===== config.mk =====
export PLATFORM = sky130hd
export DESIGN_NAME = nibble_rx
export DESIGN_NICKNAME = d
export VERILOG_FILES = /design/src/rtl/nibble_rx.sv
export SDC_FILE = /design/constraint.sdc
export NUM_CORES = 1
export LEC_CHECK = 0
export BUFFER_PORTS_ARGS = -buffer_cell sky130_fd_sc_hd__buf_2
export CAP_MARGIN = 20
export CORE_UTILIZATION = 48
export DETAILED_ROUTE_END_ITERATION = 10
export GPL_ROUTABILITY_DRIVEN = 0
export PLACE_DENSITY = 0.72
export REMOVE_ABC_BUFFERS = 1
export SYNTH_ARGS = -nofsm -noshare
export SYNTH_HDL_FRONTEND = slang
export SYNTH_SLANG_ARGS = --single-unit

===== constraint.sdc =====
create_clock -name clk -period 1.34 [get_ports clk]
set_input_delay 0.201 -clock clk [delete_from_list [all_inputs] [get_ports clk]]
set_output_delay 0.201 -clock clk [all_outputs]
set_load 0.005 [all_outputs]

===== src/rtl/nibble_rx.sv =====
// nibble_rx: framed serial-to-parallel receiver feeding the 4-bit vote/score checker.
// Frame: start(0), 4 data bits LSB first, parity, stop(1); sampled only on bit_en.
// Ports:
//   clk, rst          clock, synchronous active-high reset
//   bit_en, bit_in    bit strobe and serial line (idles high)
//   o, o_valid        registered nibble and its valid flag
//   o_ready           consumer accept; transfer on o_valid && o_ready
//   perr, ferr, ovr   one-cycle pulses: parity error, framing error, overrun
module nibble_rx #(
  parameter bit PARITY_ODD = 1'b1
) (
  input  logic       clk,
  input  logic       rst,
  input  logic       bit_en,
  input  logic       bit_in,
  output logic [3:0] o,
  output logic       o_valid,
  input  logic       o_ready,
  output logic       perr,
  output logic       ferr,
  output logic       ovr
);

  typedef enum logic [1:0] {IDLE, DATA, PAR, STOP} state_t;

  state_t     state;
  logic [1:0] cnt;
  logic [3:0] shift;
  logic       perr_pending;

  always_ff @(posedge clk) begin
    if (rst) begin
      state        <= IDLE;
      cnt          <= '0;
      shift        <= '0;
      perr_pending <= 1'b0;
      o            <= '0;
      o_valid      <= 1'b0;
      perr         <= 1'b0;
      ferr         <= 1'b0;
      ovr          <= 1'b0;
    end else begin
      perr <= 1'b0;
      ferr <= 1'b0;
      ovr  <= 1'b0;

      // A transfer frees the slot; a load later in this block overrides it.
      if (o_valid && o_ready)
        o_valid <= 1'b0;

      if (bit_en) begin
        case (state)
          IDLE: begin
            if (!bit_in) begin
              state <= DATA;
              cnt   <= '0;
            end
          end
          DATA: begin
            shift[cnt] <= bit_in;
            cnt        <= cnt + 2'd1;
            if (cnt == 2'd3)
              state <= PAR;
          end
          PAR: begin
            perr_pending <= ((^shift ^ bit_in) != PARITY_ODD);
            state        <= STOP;
          end
          STOP: begin
            state <= IDLE;
            if (!bit_in) begin
              ferr <= 1'b1;
            end else if (perr_pending) begin
              perr <= 1'b1;
            end else if (!o_valid || o_ready) begin
              o       <= shift;
              o_valid <= 1'b1;
            end else begin
              ovr <= 1'b1;
            end
          end
          default: state <= IDLE;
        endcase
      end
    end
  end

endmodule


Word level (Yosys, flattened, before mapping)
Cells that the tools add are included.
{"block": "op_classes", "n_mux": 17, "bitwise_logic": 6, "n_eq_ne": 6, "n_addsub": 1, "magnitude_cmp": 2, "n_reduce_logical": 15}
{"op": "$mux W1", "count": 10}
{"op": "$pmux W2 S4", "count": 1}
{"op": "$eq A2 B2 Y1 const B", "count": 3}
{"op": "$mux W2", "count": 3}
{"op": "$reduce_and A3 Y1", "count": 2}
{"op": "$not A1 Y1", "count": 5}
{"op": "$reduce_and A5 Y1", "count": 1}
{"op": "$reduce_or A5 Y1", "count": 1}
{"op": "$bwmux W4", "count": 1}
{"op": "$ne A2 B2 Y1 const B", "count": 2}
{"op": "$pmux W2 S2", "count": 1}
{"op": "$reduce_and A2 Y1", "count": 2}
{"op": "$reduce_or A4 Y1", "count": 1}
{"op": "$reduce_xor A4 Y1", "count": 1}
{"op": "$lt A2 B3 Y1 const B", "count": 1}
{"op": "$reduce_or A3 Y1", "count": 1}
{"op": "$add A2 B1 Y2 const B", "count": 1}
{"op": "$demux W1 S2", "count": 1}
{"op": "$eq A2 B1 Y1 const B", "count": 1}
{"op": "$ge A2 B1 Y1 const B", "count": 1}
{"op": "$logic_and A1 B1 Y1", "count": 2}
{"op": "$logic_not A2 Y1", "count": 1}
{"op": "$reduce_bool A2 Y1", "count": 1}
{"op": "$logic_not A1 Y1", "count": 1}
{"op": "2 further kinds", "count": 2}
{"block": "totals", "wordCells": 56, "reg_bits": 17}

Depth between registers and ports, before layout
Gate-level depths: netlist of run 1.
{"block": "logic_depth", "depth_word": 7, "mapped_depth": 6}

Worst setup path before layout of run 1
Ideal clock, no wire load.
{"block": "synth_timing", "path_kind": "reg-to-reg", "from": "reg state[0]", "to": "reg state[0]", "arrival_ns": 1.131, "path_slack_ns": 0.081, "t_required_ns": 1.212, "path_buffers": 0, "setup_ns": 0.128, "path_stages_with_launch": 6, "cell_sequence": "dfxtp_1 -> inv_1 -> ha_1 -> a21bo_2 -> nor4_1 -> nor3_1"}
{"block": "synth_between", "elab_chain_cells": 3, "word_cells_on_any_way": 8, "cone_classes": "eq/ne (5); mux (1); reduce/logical (2)"}
{"element": "start: declaration", "line_no": "26", "source": "state_t state;"}
{"element": "start signal: assignment", "line_no": "33", "source": "state <= IDLE;"}
{"element": "start signal: assignment", "line_no": "55", "source": "state <= DATA;"}
{"element": "start signal: assignment", "line_no": "63", "source": "state <= PAR;"}
{"element": "$eq A2 B1 Y1 / $logic_not A2 Y1 (equally long branches)", "line_no": "52", "source": "case (state)"}
{"element": "$ne A2 B2 Y1 (no line)"}
{"element": "$reduce_and A3 Y1 (no line)"}
Several ways; a longest one is shown, not always the timed one.
A chain may end at the register's enable or synchronous reset.

Final worst setup path of run 1
Ends and elaborated chain as after synthesis.

==> run metrics, run 1 <==
# setup viols final=0; Final Max Slew Viols=0; non-filler instance count after layout=121; synth top area cells=dfxtp_1, ha_1, a21oi_1; top-count cell post-synth=dfxtp_1; global-route wire length before repair=2820 microns; CP max stage delay=around 0.38 ns; Min-Delay Startpoint=bit_in; CTS tree=built; number of H-tree levels=1; share of post-route cells with drive strength above 1=27.6%; Clock Latency Late Sink=0.30 ns; minimum clock period=around 1.3 ns; wire length on met3=60 microns; WL met2=797 microns; worst hold stages=2; total core area=1580 sq um; Residual DRC=0; WP buf/inv=1; die width=between 40 and 50 microns; Setup WS pre-CTS=-0.0122 ns; MaxCap Viol Count=0; Crit-path slowest cell=dfxtp_4; Reg2Reg Depth=5; slack of the worst reg-to-reg path=about 0.076 ns; Starting Density=53.3%; CTS clk-pin slew, worst paths=0.11 ns; top sig layer=met4; ys flop type=dfxtp_1; critical path cell sequence=inv_2 > ha_4 > a21bo_2 > nor4_2 > nor3_1; vias in the first global route=637; CP startpoint kind=flip-flop; Reg-to-Reg Start=state[0]; initial drt markers=7; critical path type=reg2reg; Top delay family on crit path=flip-flops; nature of the critical path endpoint=flip-flop; fmax=791 MHz; clock skew=about 0.011 ns; number of synthesized flops with an enable pin=0; drt pass-1 iters=6; Max FO, Critical Path=4; Routed WL per cell=14.5 microns; outcome=finished clean; top-area cell type share of the netlist area=between 40% and 50%; antenna fix cells=0; max_slew headroom=79.0%; Root Driver=clkbuf_4; Synth Cell Area=about 840 sq um; fill cell count=136; FF/Latch Area=345 sq um; final hold viol count=0; TNS Setup=0 ns; Yosys cell types=25; CTS Buffer Depth=2; die height=43.9 microns; num rows=14; final setup margin=0.0762 ns; placed cell count=116; final WL=1750 microns; worst vdd ir=597 uV; sequential share of the synthesized area=40.5%; GRT Resource Usage Total=20.6%; largest area contributor in the netlist=dfxtp_1; leakage power=0.421 nW; Tcrit/Tclk final=94.3%; type of the most critical hold path=in2reg; # IOs=13; final net count=120; Worst Path Required=~1.5 ns; largest net degree at the start of global routing=18; met1 WL=866 microns; via density per instance=5.64; Synth Instances=91; syn_area_per_cell=about 9 sq um; Final Util=a little over three fifths; cell area power density=965 nW/um^2; RSZ-0062 raised after global routing=no; placed wire-length estimate=1160 microns; Post-synth top cells=dfxtp_1, a21oi_1, ha_1; Final ANT Viol Nets=0; via count=between 600 and 700; hold worst-path end=ferr; die area=1920 sq um; Synth Warn #=0; Sink Count=17; initial antenna violation count=0; FFs w/ async S/R, synth=0%; port bufs=12; Worst EP arrival=1.45 ns; post-layout total power=approximately 950 uW; RR Endpoint=state[0]; Synth Register Bits=17; P&R area growth vs syn=17.7%; Num CTS Buffers=3; worst-margin pin slew=0.315 ns; grt total ovfl=0; area of the multi-input gates=roughly 500 sq um
state kept, by name, indices dropped and copies added, names as in the netlist:
signal and flops:
perr 1, shift 4, state 2, ferr 1
cnt 2, ovr 1, o_valid 1, perr_pending 1
o 4
placed cells by master (no fill, tap or decap), types with 2 or more instances in the layout:
cell type | Yosys | routed
nand2b_1 | 2 | 2
nor2_1 | 5 | 5
dfxtp_1 | 17 | 15
mux2i_1 | 4 | 4
ha_1 | 9 | 6
inv_2 | 0 | 2
inv_1 | 4 | 2
nand3_1 | 8 | 8
a21oi_1 | 9 | 9
nand4_1 | 3 | 3
buf_2 | 2 | 12
ha_4 | 0 | 2
nor3_1 | 4 | 4
o21ai_1 | 0 | 5
buf_4 | 0 | 3
o21ai_0 | 7 | 2
clkbuf_4 | 0 | 3
nand2_1 | 3 | 3
what timing repair did:
item,4_1_cts,5_1_grt
hold buffers,0,0
cloned,0,0
hold endpoints to repair,0,0
gates resized for setup,1,16
setup endpoints to repair,3,11
pin swaps,0,3
buffers inserted,0,1
worst register-to-register path, delay by kind of cell (launching register included):
family / cells / cell delay [ns]
compound gates: 1 / 0.24
simple gates: 2 / 0.30
buf+inv: 1 / 0.06
fa+ha+maj: 1 / 0.16
flops: 1 / 0.38
area by class of cell:
cell class              instances  area share (%)
multi-input cells              65            50.6
repair buffers                 15            8.34
inverters                       4            1.52
well taps                      16            2.02
flip-flops and latches         17            34.9
clock buffers                   4            2.65
per-layer routing:
| layer | up-vias | GRT usage (%) |
|---|---|---|
| li1 | 348 | - |
| met1 | 316 | 27.5 |
| met2 | 13 | 30.1 |
| met3 | 5 | 6.67 |
| met4 | 0 | 9.70 |
| met5 | - | 0 |
power by group:
part	total, mW	internal (mW)	switching, mW
registers	0.527	0.516	0.0108
logic	0.144	0.0617	0.0826
clock network	0.284	0.116	0.168
through the flow:
stage	hold slack [ns]	instance area, sq um
4_1_cts	0.148	942
3_3_place_gp	0.455	915
3_5_place_dp	0.460	915
6_report	0.159	990
2_1_floorplan	0.270	820
5_1_grt	0.159	990
worst max path at each step:
| stage | cells after the start | from | end |
|---|---|---|---|
| after CTS | 5 | state[1] | state[0] |
| after floorplan | 5 | state[0] | state[0] |
| after detailed placement | 5 | state[0] | state[0] |
| final | 5 | state[0] | state[0] |
| after global routing | 4 | state[0] | o[3] |
| after global placement | 5 | state[0] | state[0] |
kinds of logic after synthesis:
kind of cell,Yosys count,share of synthesized area [%]
flops,17,40.5
compound gates,19,12.5
simple gates,30,18.9
fa+ha+maj,9,13.4
buf+inv,9,4.31
mux,4,4.76
xor+xnor,3,5.66
(Power assumes the default switching activity.)
==> run 2: changes to the inputs <==
Settings changed: CORE_MARGIN set to 2.
==> run 2 against run 1 <==
  * Global-route usage shrank 4.2 points
  * Wire length shrank 8.4%
  * Final area shrank 1.3%
  * Clock power shrank 4%
  * Die area grew 9.3%
  * Hold slack gained 0.019 ns
  * Combinational power shrank 7%
  * Sequential cell count is the same
==> run metrics, run 2 (synthesized netlist as in run 1, its figures left out) <==
outcome=finished clean; Reg-to-Reg Start=state[1]; Crit-path slowest cell=dfxtp_2; Worst Path Required=1.51 ns (-0.02 ns); num rows=15 (+1); Root Driver=clkbuf_4; vias in the first global route=593 (-6.9%); CTS Buffer Depth=2 (unchanged); nature of the critical path endpoint=flip-flop; minimum clock period=1.29 ns (+0.0222 ns); fill cell count=166 (+22%); Setup crit start=state[1]; initial antenna violation count=0 (unchanged); Worst EP arrival=1.46 ns (about the same); Sink Count=17 (unchanged); CP startpoint kind=flip-flop; # setup viols final=0 (unchanged); share of post-route cells with drive strength above 1=26.7% (-0.95 points); antenna fix cells=0 (unchanged); Num CTS Buffers=3 (unchanged); Critical Path Sink=state[0]; via count=677 (-0.73%); final net count=120 (unchanged); die area=2100 sq um (+9.3%); grt total ovfl=0 (unchanged); GRT Resource Usage Total=16.4% (-4.2 points); Routed WL per cell=13.2 microns (-9.2%); RR Endpoint=state[0]; P&R area growth vs syn=16.2%; die height=45.9 microns (+4.6%); critical path type=reg2reg; critical path cell sequence=inv_2 > ha_2 > a21bo_2 > nor4_2 > nor3_1; placed wire-length estimate=1100 microns (-5.2%); slack of the worst reg-to-reg path=0.05 ns (-0.02 ns); biggest regs=o: 4 flops, shift: 4 flops; Switch Pwr=248 uW (-5.2%); CP max stage delay=0.38 ns (about the same); fmax=778 MHz (-1.7%); commonest cells after routing, fill and taps aside=dfxtp_1, buf_2, a21oi_1; final hold viol count=0 (unchanged); Final Max Slew Viols=0 (unchanged); CTS clk-pin slew, worst paths=0.10 ns (about the same); MaxCap Viol Count=0 (unchanged); CTS tree=built; combinational share of power=14.3% (-0.8 points); Residual DRC=0 (unchanged); Pint=687 uW (-0.99%); Top delay family on crit path=flip-flops; max_slew headroom=80.1% (+1.1 points); type of the most critical hold path=in2reg; Reg2Reg Depth=5 (unchanged); Clock Latency Late Sink=0.29 ns (about the same); port bufs=12 (unchanged); final WL=1610 microns (-8.4%); Clk network pwr share=29.1% (-0.6 points); Tcrit/Tclk final=96.0% (+1.7 points); clock skew=0.00494 ns (-0.00564 ns); sw frac=26.5% (-0.85 points); worst-margin pin slew=0.299 ns (-0.0161 ns); Final ANT Viol Nets=0 (unchanged); total core area=1690 sq um (+7.1%); die width=45.9 microns (+4.6%); post-layout total power=934 uW (-2.1%); largest net degree at the start of global routing=18 (unchanged); leakage power=0.423 nW (+0.65%); number of H-tree levels=1 (unchanged); FF/Latch Area=345 sq um (unchanged); WP buf/inv=1 (unchanged); global-route wire length before repair=2450 microns (-13%); sequential share of power=56.6% (+1.4 points); Worst path depth=5 (unchanged); # IOs=13 (unchanged); Worst Hold Slack=0.178 ns (+0.0185 ns); worst vdd ir=697 uV (+17%); initial drt markers=7 (unchanged); most common cell after layout, fill and taps aside=dfxtp_1; via density per instance=5.55 (-1.5%); area of the multi-input gates=485 sq um (-3.0%); Max FO, Critical Path=4 (unchanged); Starting Density=49.8% (-3.6 points); drt pass-1 iters=4 (-2); cell area power density=956 nW/um^2 (-0.87%); TNS Setup=0 ns (unchanged)
-- run 2: repair_timing --
item | in CTS | in global routing
cloned | 0 | 0
hold endpoints to repair | 0 | 0
endpoints found under the setup margin | 2 | 8
resized for setup | 2 | 7
hold buffers | 0 | 0
buffers inserted | 0 | 2
pin swaps | 0 | 0
-- run 2: worst min-delay path by stage --
stage / start / endpoint / slack (ns) / cells past startpoint
floorplan: rst / cnt[0] / 0.27 / 1
global placement: perr_pending / perr / 0.46 / 2
detailed placement: perr_pending / perr / 0.46 / 2
CTS: bit_in / ferr / 0.17 / 2
global route: bit_in / ferr / 0.18 / 2
finish: bit_in / ferr / 0.18 / 2
-- run 2: layout make-up --
| class | instances | area share, % |
|---|---|---|
| multi-input cells | 65 | 49.7 |
| flip-flops and latches | 17 | 35.3 |
| repair buffers | 15 | 8.45 |
| clock buffers | 3 | 2.30 |
| well taps | 17 | 2.18 |
| inverters | 4 | 1.54 |
| clock inverters | 1 | 0.512 |
-- run 2: stage by stage --
step	utilization [%]	instance area, sq um	instances	setup WS [ns]
after CTS	55.6	938	120	0.00793
after global routing	57.9	977	122	-0.0240
final	57.9	977	122	0.0540
after floorplan	-	820	86	0.0860
after detailed placement	53.8	908	116	-0.00612
after global placement	53.8	908	116	0.0354
-- run 2: per-layer routing --
metal / GRT usage, % / vias up / part of all wire, %
met5: 0 / - / 0
met4: 5.14 / 0 / 0.75
met3: 7.14 / 2 / 5.4
met2: 25.6 / 18 / 48
met1: 20.1 / 308 / 45
li1: - / 349 / -
-- run 2: power by group through the flow --
stage	registers, mW	logic, mW	clock network, mW
6_report	0.529	0.134	0.272
5_1_grt	0.531	0.148	0.307
4_1_cts	0.527	0.108	0.284
3_5_place_dp	0.537	0.107	0
3_3_place_gp	0.536	0.105	0
2_1_floorplan	0.534	0.0685	0
